### src/rtl/bus_pkt_fifo.sv
// Bus-to-packet FIFO: accepted writes enqueue {addr,data}; reads are only counted. Latency 1 cycle bus->pkt (fall-through head).
// Backpressure: bus_ready is registered and drops while the FIFO is full; pkt side is plain valid/ready.
module bus_pkt_fifo #(
    parameter int ADDR_WIDTH = 32,
    parameter int DATA_WIDTH = 16,
    parameter int DEPTH      = 4
) (
    input  logic                     clk,
    input  logic                     rst,
    input  logic                     bus_valid,
    output logic                     bus_ready,
    input  logic [ADDR_WIDTH-1:0]    bus_addr,
    input  logic [DATA_WIDTH-1:0]    bus_data,
    input  logic                     bus_write_enable,
    output logic                     pkt_valid,
    input  logic                     pkt_ready,
    output logic [ADDR_WIDTH-1:0]    pkt_id,
    output logic [DATA_WIDTH-1:0]    pkt_data,
    output logic [$clog2(DEPTH):0]   level,
    output logic [7:0]               rd_ignored
);
    localparam int PTR_W = $clog2(DEPTH);
    localparam int LVL_W = PTR_W + 1;
    localparam logic [LVL_W-1:0] FULL_LVL = LVL_W'(DEPTH);

    typedef struct packed {
        logic [ADDR_WIDTH-1:0] id;
        logic [DATA_WIDTH-1:0] data;
    } entry_t;

    entry_t             mem_q [DEPTH];
    entry_t             head;
    logic [PTR_W-1:0]   wr_ptr_q, wr_ptr_d;
    logic [PTR_W-1:0]   rd_ptr_q, rd_ptr_d;
    logic [LVL_W-1:0]   level_q, level_d;
    logic               bus_ready_q, bus_ready_d;
    logic [7:0]         rd_cnt_q, rd_cnt_d;
    logic               accept, push, pop;

    always_comb begin
        accept   = bus_valid && bus_ready_q;
        push     = accept && bus_write_enable;
        pop      = (level_q != '0) && pkt_ready;
        wr_ptr_d = push ? wr_ptr_q + 1'b1 : wr_ptr_q;
        rd_ptr_d = pop  ? rd_ptr_q + 1'b1 : rd_ptr_q;
        level_d  = level_q;
        case ({push, pop})
            2'b10:   level_d = level_q + 1'b1;
            2'b01:   level_d = level_q - 1'b1;
            default: level_d = level_q;
        endcase
        // Ready is computed from next occupancy so it reopens the cycle after a pop from full.
        bus_ready_d = (level_d != FULL_LVL);
        rd_cnt_d    = rd_cnt_q;
        if (accept && !bus_write_enable && (rd_cnt_q != 8'hFF)) begin
            rd_cnt_d = rd_cnt_q + 8'd1;
        end
    end

    always_ff @(posedge clk or posedge rst) begin
        if (rst) begin
            wr_ptr_q    <= '0;
            rd_ptr_q    <= '0;
            level_q     <= '0;
            bus_ready_q <= 1'b0;
            rd_cnt_q    <= '0;
        end else begin
            wr_ptr_q    <= wr_ptr_d;
            rd_ptr_q    <= rd_ptr_d;
            level_q     <= level_d;
            bus_ready_q <= bus_ready_d;
            rd_cnt_q    <= rd_cnt_d;
        end
    end

    // Storage needs no reset: nothing is visible unless level_q says it was written.
    always_ff @(posedge clk) begin
        if (push) begin
            mem_q[wr_ptr_q] <= '{id: bus_addr, data: bus_data};
        end
    end

    assign head       = mem_q[rd_ptr_q];
    assign bus_ready  = bus_ready_q;
    assign pkt_valid  = (level_q != '0);
    assign pkt_id     = pkt_valid ? head.id   : '0;
    assign pkt_data   = pkt_valid ? head.data : '0;
    assign level      = level_q;
    assign rd_ignored = rd_cnt_q;
endmodule

### config.mk
export PLATFORM = sky130hd
export DESIGN_NAME = bus_pkt_fifo
export DESIGN_NICKNAME = d
export VERILOG_FILES = /design/src/rtl/bus_pkt_fifo.sv
export SDC_FILE = /design/constraint.sdc
export NUM_CORES = 1
export LEC_CHECK = 0
export CAP_MARGIN = 20
export CORE_MARGIN = 4
export CORE_UTILIZATION = 58
export DETAILED_ROUTE_END_ITERATION = 8
export HOLD_SLACK_MARGIN = 0.06
export PLACE_DENSITY = 0.85
export SLEW_MARGIN = 30
export SYNTH_ARGS = -nofsm -noshare
export SYNTH_HDL_FRONTEND = slang
export SYNTH_SLANG_ARGS = --single-unit
### constraint.sdc
create_clock -name clk -period 4.18 [get_ports clk]
set_input_delay 1.045 -clock clk [delete_from_list [all_inputs] [get_ports clk]]
set_output_delay 1.045 -clock clk [all_outputs]
set_load 0.005 [all_outputs]
==> reports/summary.md, run 1 <==
The flow ran to the end, and the final reports show no timing, DRC or antenna violations. The area of the die came out at 16000 um2. Counting distinct cell types in the post-synthesis netlist gives 30. The clock latency reported for the late side of the worst-skew pair is 470 ps.

Detailed placement finished with a half-perimeter wire length of 8.78 mm. STA classifies the critical path endpoint as an output pin. Layout overhead on the synthesized area: 24.5%. In this run, placement finished with an instance count of 665.

Counting every sink on the clock net gives 208. The tightest min-delay check is of the reg2reg type. The critical path's slowest cell was sky130_fd_sc_hd__dfrtp_4. In the layout the commonest cells are 192 x sky130_fd_sc_hd__edfxtp_1, 113 x sky130_fd_sc_hd__clkdlybuf4s50_1, 49 x sky130_fd_sc_hd__and2_1. The initial antenna violation count is 0, and the multi-input gate area in the final layout is 1790 um2.

In this run the cell area of the synthesized design comes to 8140 um2. The overall track demand over capacity in global routing is 0.185, and the starting density of the core is 0.589. Setup repair after global routing left no endpoint under its margin. Final weighted congestion of routability-driven global placement: 0.748. The clock tree root driver cell was sky130_fd_sc_hd__clkbuf_16. The detail route stage leaves a number of antenna-violating nets equal to 0. The number of buffers created by CTS came out at 20. The library cell used most frequently in the layout, excluding fill and tap cells, is sky130_fd_sc_hd__edfxtp_1.

For the relative max-transition margin, the log shows 0.562. The core outline area came out at 13800 um2. The fraction of final layout cells sized beyond drive strength 1 was 0.192; the total via count in the routed design was 3934. The terminus of the critical flop-to-flop path was bus_ready. Worst setup path category: reg2out. Once the clock tree was built, the resizer swapped 0 gates to a different size.

For this run, the top clock speed supported by timing is 262 MHz. Walking the worst path, the cells encountered are buf_12 -> mux4_2 -> and2_1 -> clkdlybuf4s50_1. In this run the vertical extent of the chip is 126 um. The die width was 126 um; the wire length after detailed routing was 14.4 mm. The logs give 0 for the final max-slew violation count and 3.39 nW for the reported leakage power.

The highest fanout seen on the critical path is 31, and the mean number of vias per cell is 5.61. The logs give 0.733 for the end-of-flow core utilization and 1660 ps for the reg2reg setup slack. The actual transition at the worst max-transition pin was 656 ps; the first-pass GRT wire length was 23.1 mm.

The H-tree depth reported by CTS is 1, and the count of warnings emitted by yosys is 0. The run gives 701 as the non-filler instance count after layout. The number of buffers inserted for hold repair after clock tree synthesis was 0.

0 antenna diodes ended up in the layout. Max-cap violations in this run came to 0. The initialized floorplan defines 43 standard-cell rows. The beginning of the worst hold path was level[0]. The setup clock skew after layout is 6.95 ps. The fraction of the cycle the final worst path needs was 0.912.

The logs give 370 ps for the final worst setup slack and 0 for the buffer count from post-CTS setup fixing. VDD sags by at most 0.501 mV. The run gives 51 as the pin count of the biggest net entering global routing. The worst setup path is launched from a flop. The maximum count of clock buffers along a single path was 3.

114 I/O pins were placed. The critical register-to-register path startpoint is level[0]. The minimum clock period works out to 3810 ps. In the routed design, unresolved DRC markers number 0. The tools report the first-pass detailed-route iteration total as 4. The number of port buffers is 113, and the via count of the first global-routing pass is 4207. The tools report the proportion of synthesized chip area in sequential cells as 0.758. On the final layout, the worst hold slack is 548 ps. STA puts the critical path data required time at 3130 ps.

The logs give 0 for the total congestion overflow after global routing and 2770 ps for the signal arrival time at the worst endpoint. Registers take 6170 um2. After the first detailed-routing iteration, the DRC count stood at 411. The final hold violation count is 0, and the clock-pin transition on the worst setup and hold timing paths is 60 ps. The logs give 0 for the final setup violation count and 843 ps for the worst-case setup slack after placement. The synthesized netlist net count was 441; the per-instance average area after synthesis was 21.4 um2. For the worst flop-to-flop path, the logic depth is 9. The end of the worst hold path is level[0]. The number of register bits inferred by synthesis works out to 208. Counting the fill cells in the layout gives 801. Dividing the detail-routed wire length by the instance count gives 20.6 um.

The cell count of the worst hold path works out to 1. TritonCTS built the clock tree. For this design the ratio of total power to cell area is 662 nW/um2. The largest single stage delay on the critical path is 840 ps. For the post-synthesis cell count, the log shows 381. For the final routed database, the setup TNS stands at 0 ps. The net count of the finished layout is 567.
==> metrics by stage <==
stage / instance area, um2 / power [W]
global route: 10100 / 0.00704
CTS: 10100 / 0.00679
floorplan: 8140 / 0.00398
global placement: 9470 / 0.00494
finish: 10100 / 0.00670
detailed placement: 9470 / 0.00500
==> how the worst max path moves through the flow <==
stage / cells after the start / end / slack, ps / startpoint
after floorplan: 3 / mem_q[0][0] / 1180 / bus_write_enable
after global placement: 4 / pkt_data[9] / 840 / rd_ptr_q[0]
after detailed placement: 4 / pkt_data[14] / 840 / rd_ptr_q[0]
after CTS: 4 / pkt_data[6] / 300 / rd_ptr_q[0]
after global routing: 4 / pkt_data[14] / 210 / rd_ptr_q[0]
final: 4 / pkt_data[12] / 370 / rd_ptr_q[0]
==> power by group <==
group | switching (W) | internal (W) | total (W)
combinational | 0.000782 | 0.00138 | 0.00216
clock | 0.000695 | 0.00107 | 0.00177
sequential | 0.000235 | 0.00254 | 0.00277
==> layout make-up <==
| cell class | count | area share |
|---|---|---|
| tap | 180 | 0.0222 |
| multi-input combinational | 149 | 0.177 |
| timing repair buffer | 121 | 0.124 |
| clock inverter | 11 | 0.0101 |
| clock buffer | 25 | 0.0553 |
| sequential | 208 | 0.609 |
| inverter | 7 | 0.00259 |
==> routing by layer <==
layer,share of wire,wire length (um),vias up,GRT usage
li1,-,-,1767,-
met1,0.40,5850,2006,0.258
met2,0.51,7360,139,0.304
met3,0.067,965,22,0.0387
met4,0.019,276,0,0.0492
met5,0,0,-,0
==> cells by family after synthesis <==
family | synth area share
buffers and inverters | 0.0229
AND/OR/NAND/NOR | 0.0540
adder cells (fa/ha/maj) | 0.0117
AO/OA/AOI/OAI | 0.00446
multiplexers | 0.140
flip-flops | 0.758
XOR/XNOR | 0.00969
==> critical path, delay by kind of cell, from the launching register on <==
| family | cells | cell delay (ps) |
|---|---|---|
| buffers and inverters | 2 | 740 |
| muxes | 1 | 520 |
| and+or+nand+nor | 1 | 190 |
| DFF | 1 | 840 |
==> synthesized netlist by cell type <==
cell type                  number  area, um2
sky130_fd_sc_hd__and3_1         3       18.8
sky130_fd_sc_hd__a21oi_1        2       10.0
sky130_fd_sc_hd__buf_12         5        100
sky130_fd_sc_hd__o21ai_2        1       8.76
sky130_fd_sc_hd__mux4_2        48       1080
sky130_fd_sc_hd__mux2i_1        1       10.0
sky130_fd_sc_hd__inv_1          7       26.3
sky130_fd_sc_hd__xnor2_1        6       52.6
sky130_fd_sc_hd__nor2_1         3       11.3
sky130_fd_sc_hd__fa_1           1       20.0
sky130_fd_sc_hd__nand2b_1       1       6.26
sky130_fd_sc_hd__o21bai_1       1       7.51
sky130_fd_sc_hd__nand4_1        1       6.26
sky130_fd_sc_hd__mux2_2         4       45.0
sky130_fd_sc_hd__buf_4          1       7.51
sky130_fd_sc_hd__buf_2          3       15.0
sky130_fd_sc_hd__ha_1           6       75.1
sky130_fd_sc_hd__dfrtp_1       16        400
sky130_fd_sc_hd__and3b_1        1       8.76
sky130_fd_sc_hd__buf_1          1       3.75
sky130_fd_sc_hd__nand2_1        8       30.0
sky130_fd_sc_hd__nor3_1         1       5.00
sky130_fd_sc_hd__and2_1        53        332
sky130_fd_sc_hd__nand3_1        2       10.0
sky130_fd_sc_hd__o21ai_0        2       10.0
sky130_fd_sc_hd__xor2_1         3       26.3
sky130_fd_sc_hd__or3_4          1       11.3
sky130_fd_sc_hd__edfxtp_1     192       5770
sky130_fd_sc_hd__clkbuf_1       6       22.5
sky130_fd_sc_hd__buf_6          1       11.3
==> registers in the layout, indices dropped and copies added (netlist names) <==
register	count
bus_ready	1
level	3
mem_q	192
rd_ignored	8
rd_ptr_q	2
wr_ptr_q	2
(Power assumes the default switching activity.)
==> run 2, diff against run 1 <==
--- a/config.mk
+++ b/config.mk
@@ -11,6 +11,7 @@
 export DETAILED_ROUTE_END_ITERATION = 8
 export HOLD_SLACK_MARGIN = 0.06
 export PLACE_DENSITY = 0.85
+export REMOVE_ABC_BUFFERS = 1
 export SLEW_MARGIN = 30
 export SYNTH_ARGS = -nofsm -noshare
 export SYNTH_HDL_FRONTEND = slang
==> run 2 against run 1 <==
Compared with the run above:
- final cell count is 0.29% higher
- largest power group unchanged
- clock power is 9.6% lower
- register-to-register slack better by 80 ps
==> reports/summary.md, run 2 (synthesis results as in run 1) <==
The tree built by TritonCTS fans out to 208 sinks. The average routed wire per standard cell was 20.9 um. The library cell used most frequently in the layout, excluding fill and tap cells, is sky130_fd_sc_hd__edfxtp_1. The number of buffers and inverters on the critical path is 2. The worst setup path is launched from a flop. In this run the most critical hold path is launched from level[2]. After clock tree synthesis, the clock-pin slew on the worst setup and hold paths is 60 ps. Clock tree synthesis selected as its root buffer the cell sky130_fd_sc_hd__clkbuf_16.

In this run the worst path has a maximum fanout of 33. Measured along the y axis, the die boundary spans 126 um. The slowest stage of the critical path is the sky130_fd_sc_hd__dfrtp_4 cell. The largest voltage drop on the vdd net came out at 0.424 mV. The total congestion overflow after global routing was 0; the final max-slew violation count was 0. The die width is 126 um.

The core outline area was 13800 um2; the worst endpoint required time was 3130 ps. In this run the critical register-to-register path is captured at bus_ready. The tools report the setup clock skew after layout as 13.0 ps. Entering global routing, the biggest net connects 51 pins. Stage delay of the slowest cell on the critical path: 850 ps. TritonCTS built the clock tree.

The tools report the area of the die as 16000 um2. During placement, the flow inserted port buffers numbering 113. No sink is reached through more buffers than the 3 on the longest clock path. Kind of end point of the critical path: an output pin. The number of buffers inserted for hold repair after clock tree synthesis came out at 0. Power comes to 0.00651 W. Setup violations remaining at the end of the flow were counted as 0. From synthesis to final layout, the design area changed by 23.5%.

The total via count in the routed design is 3944, and the total of cells resized after clock tree synthesis is 0. The first TritonRoute pass finished after 4 iterations. The fraction of the cycle the final worst path needs is 0.927, and the finished layout cell area is 10100 um2.

The first global-routing pass estimated 23.7 mm of wire. The remaining routing DRC violations is 0, and the length in cells of the worst reg-to-reg path is 9. The signal arrival time at the worst endpoint is 2830 ps, and the overall track demand over capacity in global routing is 0.189. The startpoint identified for the worst register-to-register timing path is level[0].

The reg2reg setup slack was 1740 ps; the non-filler instance count after layout was 703. The H-tree depth reported by CTS came out at 1. The reported leakage power was 3.35 nW; the count of pins on the block boundary was 114. The run finished with clean final reports.

Power spread over the standard cell area amounts to 647 nW/um2. The logs give 0.589 for the starting density of the core and 9470 um2 for the cell area after placement. Wires add up to 14.7 mm. In this run the remaining antenna-violating nets after routing total 0. The cell count of the worst hold path was 1; the count of cell instances traversed by the critical path was 4. For hold timing, the worst endpoint is level[2]. The worst path needs 3870 ps of the cycle, external delays included. The gate family responsible for the most delay along the worst path was flip-flops. The top register by number of flip-flops is mem_q. The initialized floorplan defines 43 standard-cell rows. The relative max-transition margin is 0.572. The count of routing violations after the opening detailed-route iteration is 352.

In this run the post-CTS setup repair buffer count came out at 0. In the routed layout, each cell is associated on average with a via count of 5.61. The fraction of final layout cells sized beyond drive strength 1 came out at 0.184.

For the initial antenna violation count, the log shows 0. The critical path goes through buf_4 -> mux4_2 -> and2_1 -> clkdlybuf4s50_1. The tools report the via count of the first global-routing pass as 4336. The path class of the tightest hold or removal check is reg2reg. The final weighted congestion of routability-driven global placement was 0.713. Counting tap cells, the placed design contains a total of 669 instances. The highest achievable clock rate is 258 MHz, and the sum of negative setup slack is 0 ps. Setup repair after global routing left no endpoint under its margin.

The run gives 20 as the number of buffers created by CTS. The filler cells instantiated in the layout total 825. The worst setup path is of the reg2out kind.

The library cells used most frequently in the layout, excluding fill and tap cells, are 192 x sky130_fd_sc_hd__edfxtp_1, 113 x sky130_fd_sc_hd__clkdlybuf4s50_1, 49 x sky130_fd_sc_hd__and2_1. The tools report the placed wire-length estimate as 9.46 mm. The run gives 0 as the final hold violation count.

At the pin with the least slew margin, the transition time is 642 ps. Max-cap violations in this run came to 0. At the end of the flow, the number of nets in the layout was 571. The register with the most flip-flops in the layout has 192 of them. The tools report the clock latency reported for the late side of the worst-skew pair as 480 ps.
## run 2: cell types whose count changed in the layout (fill, tap and decap cells not counted)
| cell | before | now |
|---|---|---|
| sky130_fd_sc_hd__diode_2 | 0 | 1 |
| sky130_fd_sc_hd__buf_4 | 3 | 9 |
| sky130_fd_sc_hd__clkinvlp_4 | 0 | 1 |
| sky130_fd_sc_hd__clkbuf_8 | 2 | 0 |
| sky130_fd_sc_hd__buf_12 | 5 | 3 |
| sky130_fd_sc_hd__bufinv_16 | 2 | 0 |
| sky130_fd_sc_hd__clkbuf_1 | 2 | 7 |
| sky130_fd_sc_hd__clkinv_2 | 7 | 2 |
## run 2: power breakdown
group	switching, W	internal [W]	total, W
combinational	0.000785	0.00137	0.00216
clock	0.000687	0.000916	0.00160
sequential	0.000212	0.00254	0.00275
## run 2: worst max-delay path by stage
stage	start	slack, ps	endpoint
floorplan	rd_ptr_q[0]	320	pkt_data[0]
global placement	rd_ptr_q[0]	750	pkt_data[9]
detailed placement	rd_ptr_q[0]	720	pkt_data[11]
CTS	rd_ptr_q[0]	200	pkt_data[11]
global route	rd_ptr_q[0]	90	pkt_id[17]
finish	rd_ptr_q[0]	310	pkt_id[4]
## run 2: final cells by class
type	count	area [um2]	area share
clock inverters	5	25.0	0.00249
inverters	7	26.3	0.00261
multi-input cells	149	1790	0.178
clock buffers	28	552	0.0549
flip-flops and latches	208	6170	0.614
repair buffers	125	1260	0.125
diodes	1	2.50	0.000249
well taps	180	225	0.0224
## run 2: routing by layer
metal  wire [um]  share of wire  global-route usage
met3        1010          0.069              0.0404
met1        5830           0.40               0.254
met4         229          0.016              0.0429
met2        7620           0.52               0.323
met5           0              0                   0
## run 2: worst register-to-register path, delay by kind of cell (launching register included)
kind	cells	cell delay [ps]
buf+inv	1	60
xor+xnor	2	340
fa+ha+maj	2	580
simple gates	4	930
flops	1	410
## run 2: through the flow
stage,worst slack [ps],hold WS [ps],utilization
after floorplan,316,500,-
final,306,524,0.727
after global routing,90.1,560,0.727
after CTS,200,524,0.727
after detailed placement,716,510,0.685
after global placement,746,513,0.685
